<file path="src/rtl/cond_pkg.sv">
// cond_pkg: condition codes, flag bit positions and FlagW field indices for the conditional-execution unit.
package cond_pkg;
  localparam logic [3:0] COND_EQ = 4'd0;
  localparam logic [3:0] COND_NE = 4'd1;
  localparam logic [3:0] COND_CS = 4'd2;
  localparam logic [3:0] COND_CC = 4'd3;
  localparam logic [3:0] COND_MI = 4'd4;
  localparam logic [3:0] COND_PL = 4'd5;
  localparam logic [3:0] COND_VS = 4'd6;
  localparam logic [3:0] COND_VC = 4'd7;
  localparam logic [3:0] COND_HI = 4'd8;
  localparam logic [3:0] COND_LS = 4'd9;
  localparam logic [3:0] COND_GE = 4'd10;
  localparam logic [3:0] COND_LT = 4'd11;
  localparam logic [3:0] COND_GT = 4'd12;
  localparam logic [3:0] COND_LE = 4'd13;
  localparam logic [3:0] COND_AL = 4'd14;
  localparam int FLAG_N = 3;
  localparam int FLAG_Z = 2;
  localparam int FLAG_C = 1;
  localparam int FLAG_V = 0;
  localparam int FLAGW_NZ = 1;
  localparam int FLAGW_CV = 0;
endpackage

</file>
<file path="src/rtl/cond_check.sv">
// cond_check: combinational condition-field evaluation against NZCV flags.
module cond_check
  import cond_pkg::*;
(
  input  logic [3:0] cond,
  input  logic [3:0] flags,
  output logic       cond_ex
);
  logic n, z, c, v;
  logic [7:0] base;
  assign {n, z, c, v} = {flags[FLAG_N], flags[FLAG_Z], flags[FLAG_C], flags[FLAG_V]};
  // Odd codes are the complement of the even code below them; AL and 15 are forced true.
  assign base = {1'b1, ~z & (n == v), n == v, c & ~z, v, n, c, z};
  assign cond_ex = (cond >= COND_AL) | (base[cond[3:1]] ^ cond[0]);
endmodule

</file>
<file path="src/rtl/cond_unit.sv">
// cond_unit: NZCV flag state, condition evaluation and write gating for the multicycle core.
// Define COND_UNIT_SQUASH_CNT_EN to count suppressed writes on squash_cnt; otherwise it is tied to 0.
module cond_unit
  import cond_pkg::*;
#(
  parameter int CNT_W = 16
) (
  input  logic             clk,
  input  logic             reset,
  input  logic [3:0]       Cond,
  input  logic [3:0]       ALUFlags,
  input  logic [1:0]       FlagW,
  input  logic             PCS,
  input  logic             NextPC,
  input  logic             RegW,
  input  logic             MemW,
  output logic             PCWrite,
  output logic             RegWrite,
  output logic             MemWrite,
  output logic [3:0]       Flags,
  output logic             CondExR,
  output logic [CNT_W-1:0] squash_cnt
);
  logic       cond_ex;
  logic [1:0] flag_write;
  cond_check u_check (.cond(Cond), .flags(Flags), .cond_ex(cond_ex));
  assign flag_write = FlagW & {2{cond_ex}};
  always_ff @(posedge clk or negedge reset)
    if (!reset) begin
      Flags   <= 4'b0000;
      CondExR <= 1'b0;
    end else begin
      if (flag_write[FLAGW_NZ]) Flags[3:2] <= ALUFlags[3:2];
      if (flag_write[FLAGW_CV]) Flags[1:0] <= ALUFlags[1:0];
      CondExR <= cond_ex;
    end
  assign PCWrite  = (PCS & CondExR) | NextPC;
  assign RegWrite = RegW & CondExR;
  assign MemWrite = MemW & CondExR;
`ifdef COND_UNIT_SQUASH_CNT_EN
  always_ff @(posedge clk or negedge reset)
    if (!reset) squash_cnt <= '0;
    else if ((RegW | MemW | PCS) & ~CondExR & ~&squash_cnt) squash_cnt <= squash_cnt + 1'b1;
`else
  assign squash_cnt = '0;
`endif
endmodule

</file>
<file path="config.mk">
export PLATFORM = sky130hd
export DESIGN_NAME = cond_unit
export DESIGN_NICKNAME = d
export VERILOG_FILES = /design/src/rtl/cond_pkg.sv /design/src/rtl/cond_check.sv /design/src/rtl/cond_unit.sv
export SDC_FILE = /design/constraint.sdc
export NUM_CORES = 1
export LEC_CHECK = 0
export BUFFER_PORTS_ARGS = -buffer_cell sky130_fd_sc_hd__buf_2
export CORE_MARGIN = 2
export CORE_UTILIZATION = 45
export CTS_CLUSTER_DIAMETER = 40
export CTS_CLUSTER_SIZE = 8
export DETAILED_ROUTE_END_ITERATION = 12
export PLACE_DENSITY_LB_ADDON = 0.05
export SYNTH_ARGS = -nofsm -noshare
export SYNTH_HDL_FRONTEND = slang
export SYNTH_SLANG_ARGS = --single-unit
</file>
<file path="constraint.sdc">
create_clock -name clk -period 3 [get_ports clk]
set_input_delay 0.15 -clock clk [delete_from_list [all_inputs] [get_ports clk]]
set_output_delay 0.15 -clock clk [all_outputs]
set_load 0.02 [all_outputs]
</file>
# [After elaboration in Yosys (flattened, before gate mapping)]
# Index checks and enable logic that the tools add are counted.
[classes] magnitude_cmp=2 eq_ne=1 mux=2 bitwise_logic=10
[ops] operator="AND 1 bit" n=5
[ops] operator=">= comparator 4 bit (second input constant)" n=1
[ops] operator="less-than comparator 3 x 4 -> 1 bit (second input constant)" n=1
[ops] operator="binary-select mux 1 bit (select 3 bit)" n=1
[ops] operator="AND 2 bit" n=1
[ops] operator="OR 1 bit" n=2
[ops] operator="equality test 1 bit" n=1
[ops] operator="2-to-1 mux 1 bit" n=1
[ops] operator="NOT 1 bit" n=1
[ops] operator="XOR 1 bit" n=1
[totals] reg_bits=5 input_bits=16 output_inout_bits=24

# [Logic depth before layout (Yosys ltp)]
[depth] ltp_word=7 ltp_mapped=6

# [Cells and area by module]
# From an unflattened synthesis, not the netlist that was laid out.
[unflattened] cells_unflattened=42 area_unflattened_um2=429.2
[modules_own_cells] module="cond_unit" instances=1 cells_per_inst=31 area_each_um2=321.6 seq_area_each_um2=125.1
[modules_own_cells] module="cond_check" instances=1 cells_per_inst=11 area_each_um2=107.6 seq_area_each_um2=0.0

# [Least setup slack after synthesis]
# OpenSTA, ideal clock, no wires.
[synth_timing] path_type="register to register" startpoint="reg Flags[3]" endpoint="reg Flags[0]" arrival_ps=1449 required_time_ps=2868 path_slack_ps=1419 stages_incl_launch_ff=6 n_path_buf=0 synth_period_minus_slack_ps=1581 path_cell_list="dfrtp_1 xor2_1 mux2i_1 o221ai_4 mux2i_1 o211ai_2"
[synth_via] elab_chain_len=7
[synth_lines] item="start, declared" line_no="cond_unit.sv:20" source="output logic [3:0] Flags,"
[synth_lines] item="start signal, assigned" line_no="cond_unit.sv:33" source="if (flag_write[FLAGW_NZ]) Flags[3:2] <= ALUFlags[3:2];"
[synth_lines] item="equality test 1 bit" line_no="cond_check.sv:13" source="assign base = {1'b1, ~z & (n == v), n == v, c & ~z, v, n, c, z};"
[synth_lines] item="AND 1 bit" line_no="cond_check.sv:13"
[synth_lines] item="binary-select mux 1 bit (select 3 bit) *" line_no="cond_check.sv:14" source="assign cond_ex = (cond >= COND_AL) | (base[cond[3:1]] ^ cond[0]);"
[synth_lines] item="2-to-1 mux 1 bit (implied by the code) *" line_no="cond_check.sv:14"
[synth_lines] item="XOR 1 bit *" line_no="cond_check.sv:14"
[synth_lines] item="OR 1 bit *" line_no="cond_check.sv:14"
[synth_lines] item="AND 2 bit *" line_no="cond_unit.sv:27" source="assign flag_write = FlagW & {2{cond_ex}};"
# Mark *: on every way between the ends. The rest lies on a longest branch, timed or not. The select of a mux whose other input is x is not followed.
# A chain may end at the register's enable or synchronous reset.

# [Worst setup path after layout]
[layout_timing] startpoint="reg Flags[0]" endpoint="reg Flags[1]"
# The elaborated chain is that of the path after synthesis.

==> PnR_summary.wiki <==
{| class="wikitable"
! Metric !! Value
|-
| Outcome || finished, final reports clean
|-
| Htree depth || 1
|-
| Router iterations before antenna repair || 4
|-
| Gate count of the mapped netlist || 76
|-
| DR WL/cell || 11.6 µm
|-
| FF-to-FF setup slack || 1.38 ns
|-
| Total grt overflow || 0
|-
| Placed Instances || 111
|-
| Clock sink count || 5
|-
| Height of the chip || 42.6 µm
|-
| RD Place Congestion || 0.772
|-
| Clock buffer count from CTS || 3
|-
| Slowest cell delay on critical path || 0.42 ns
|-
| Reg2reg end || Flags[1]
|-
| Port Buf Inserts || 23
|-
| Mean Syn Cell Area || 8.81 µm²
|-
| IO Pins || 40
|-
| Filler cell count || 129
|-
| Die Footprint || 1810 µm²
|-
| Worst ir drop on vdd || 0.317 mV
|-
| Synthesized-area fraction occupied by ao, oa, aoi and oai cells || 29.9%
|-
| Die outline width || 42.6 µm
|-
| Highest clock frequency the design can meet || 617 MHz
|-
| Final clock skew || 0.00207 ns
|-
| Count of synthesis-stage warnings from yosys || 0
|-
| Minimum setup slack in the final design || 1.38 ns
|-
| Post-DP HPWL || 1.08 mm
|-
| Remaining antenna violation count after routing || 0
|-
| Pin count of the biggest net entering global routing || 14
|-
| Flop and latch count out of synthesis || 5
|-
| Adder-cell share of the synthesized area || 0%
|-
| Cell area after technology mapping || 669 µm²
|-
| Tot GR Track Use || 15.1%
|-
| Number of hold violations in the final report || 0
|-
| Period utilisation layout || 54.0%
|-
| Cell accounting for the most synthesized area || sky130_fd_sc_hd__dfrtp_1
|-
| Worst-case setup slack after placement || 1.37 ns
|-
| Root buf cell || sky130_fd_sc_hd__clkbuf_4
|-
| Hold path endpoint || Flags[2]
|-
| Clock tree from TritonCTS || yes
|-
| Fin Setup TNS || 0 ns
|-
| Critical path start-end classification || reg2reg
|-
| Finish-stage setup viols || 0
|-
| Cell class contributing the biggest share of worst-path delay || compound AO/OA/AOI/OAI gates
|-
| Setup crit start || Flags[0]
|-
| Initial core utilization || 49.6%
|-
| Via density per instance || 5.22
|-
| Post-CTS sizing || 0
|-
| Most frequently used flop master after synthesis || sky130_fd_sc_hd__dfrtp_1
|-
| Main combinational cell family by area after synthesis || compound AO/OA/AOI/OAI gates
|-
| Worst skew pair latency || 0.24 ns
|-
| Relative area change from synthesis to final layout || 14.4%
|-
| Proportion of synthesized flip-flops having asynchronous set or reset || 100%
|-
| Number of buffers between clock root and the deepest sink || 2
|-
| Share of cell area taken by muxes after synthesis || 10.5%
|-
| Sequential area share after synthesis || 18.7%
|-
| Via count of the first global-routing pass || 522
|-
| Transition time at the pin with the least slew margin || 0.505 ns
|-
| Tightest slew margin relative to the limit || 66.3%
|-
| RSZ-0062 raised after global routing || no
|-
| Depth of the worst register-to-register path || 5
|-
| Proportion of layout cells with a drive suffix above 1 || 35.6%
|-
| Critical path data required time || 3.11 ns
|-
| Post-route non-filler standard cell count || 116
|-
| Critical Path Fanout Max || 7
|-
| Power density over the cells || 761 nW/µm²
|-
| Antenna fix cells || 0
|-
| Final max-slew violation count || 0
|-
| Slowest library cell on the worst path || sky130_fd_sc_hd__dfrtp_1
|-
| Sort of element at the end of the critical path || flop
|-
| Top cells by count, synth || sky130_fd_sc_hd__buf_4, sky130_fd_sc_hd__mux2i_1, sky130_fd_sc_hd__a21oi_1, sky130_fd_sc_hd__dfrtp_1, sky130_fd_sc_hd__inv_1
|-
| Fraction of synthesized cell area taken by the top area cell type || 18.7%
|-
| Worst Setup Start Kind || flop
|-
| DRC violation count after routing || 0
|-
| Cell depth of the worst min-delay path || 3
|-
| Buf+Inv Stages, Crit Path || 0
|-
| Routed WL || 1.35 mm
|-
| Post-CTS Setup Repair Bufs || 0
|-
| Count of routing violations after the opening detailed-route iteration || 7
|-
| Data arrival time at the worst-slack endpoint || 1.74 ns
|-
| Cts-stage hold buffer count || 1
|-
| Library cells used by synthesis || 26
|-
| Number of maximum-capacitance constraint violations || 0
|-
| Post-Synth Simple-Gate Area || 16.8%
|-
| Worst r2r src || Flags[0]
|-
| Ranking of synthesized cells by area || sky130_fd_sc_hd__dfrtp_1, sky130_fd_sc_hd__buf_4, sky130_fd_sc_hd__mux2i_1, sky130_fd_sc_hd__o211ai_2, sky130_fd_sc_hd__a32o_1
|-
| Cell repeated most along the worst path || sky130_fd_sc_hd__mux2i_1
|-
| Core box area || 1350 µm²
|-
| Final #Nets || 118
|-
| Post-synth EDFFs || 0
|-
| Via Count || 605
|-
| Post-Synth XOR/XNOR Area || 1.31%
|-
| Global-route wire length before repair || 2.09 mm
|-
| Hold path startpoint || ALUFlags[2]
|-
| Chain of cells forming the critical path || xor2_1, mux2i_1, o221ai_4, mux2i_1, o211ai_2
|-
| Minimum clock period || 1.62 ns
|-
| Hold/Removal Path Class || in2reg
|-
| Leakage power || 0.394 nW
|-
| Cell with the most instances after synthesis || sky130_fd_sc_hd__buf_4
|-
| CTS clock-pin slew for the worst setup and hold paths || 0.04 ns
|-
| Initial antenna violation count || 0
|-
| Row count || 13
|}
[worst min-delay path: stages]
cell and delay [ns]:
sky130_fd_sc_hd__buf_2 0.10, sky130_fd_sc_hd__nand2_1 0.09, sky130_fd_sc_hd__o211ai_2 0.07
[layout by cell type, fill, tap and decap left out, types with 2 or more instances in the layout]
cell type,instances
sky130_fd_sc_hd__o22ai_1,4
sky130_fd_sc_hd__nor2b_1,2
sky130_fd_sc_hd__o211ai_2,4
sky130_fd_sc_hd__nor3_1,4
sky130_fd_sc_hd__dfrtp_1,5
sky130_fd_sc_hd__nand2_1,4
sky130_fd_sc_hd__mux2i_1,7
sky130_fd_sc_hd__a21oi_1,5
sky130_fd_sc_hd__a32o_1,3
sky130_fd_sc_hd__and2_1,2
sky130_fd_sc_hd__conb_1,16
sky130_fd_sc_hd__buf_2,23
sky130_fd_sc_hd__clkbuf_4,3
sky130_fd_sc_hd__inv_1,5
[layout make-up]
class                           count  area, µm²  share of cell area [%]
Timing Repair Buffer               24        125                    16.3
Tap cell                           15       18.8                    2.45
Clock buffer                        4       26.3                    3.43
Sequential cell                     5        125                    16.3
Inverter                            5       18.8                    2.45
Multi-Input combinational cell     63        452                    59.0
[per-layer routing]
layer / GRT usage, % / routed length (µm) / up-vias
met5: 0 / 0 / -
met2: 26.2 / 666 / 27
li1: - / - / 293
met1: 17.4 / 562 / 283
met3: 3.02 / 101 / 2
met4: 7.50 / 17 / 0
[metrics by stage]
step | hold slack, ns | total power (W) | instance area (µm²) | util, %
global route | 0.233 | 0.000620 | 766 | 56.7
detailed placement | -0.0316 | 0.000507 | 729 | 54.0
global placement | -0.0285 | 0.000500 | 729 | 54.0
finish | 0.222 | 0.000583 | 766 | 56.7
CTS | 0.221 | 0.000588 | 766 | 56.7
floorplan | -0.146 | 0.000431 | 726 | -
[worst max-delay path by stage]
stage / slack (ns) / depth (start not counted) / to
finish: 1.38 / 5 / Flags[1]
global route: 1.29 / 5 / Flags[3]
CTS: 1.36 / 5 / Flags[1]
detailed placement: 1.37 / 5 / Flags[1]
global placement: 1.42 / 5 / Flags[0]
floorplan: 1.42 / 5 / Flags[0]
[state kept, by name, summed over array words and instances, names as in the netlist]
| name | cells |
|---|---|
| Flags | 4 |
| CondExR | 1 |
[power by group]
group | switching, W | internal [W] | total (W) | leakage, nW
clock network | 0.0000281 | 0.0000503 | 0.0000784 | 0.0150
registers | 0.0000405 | 0.000100 | 0.000140 | 0.0568
logic | 0.000219 | 0.000145 | 0.000364 | 0.322
[cell families (layout without fill, tap and decap cells)]
logic type | after synthesis | in the layout
DFF | 5 | 5
and+or+nand+nor | 17 | 17
xor gates and xnor gates | 1 | 1
buffers and inverters | 23 | 33
muxes | 7 | 7
other | 1 | 16
AOI/OAI and AO/OA | 22 | 22
Power figures use the tool's default switching activity.
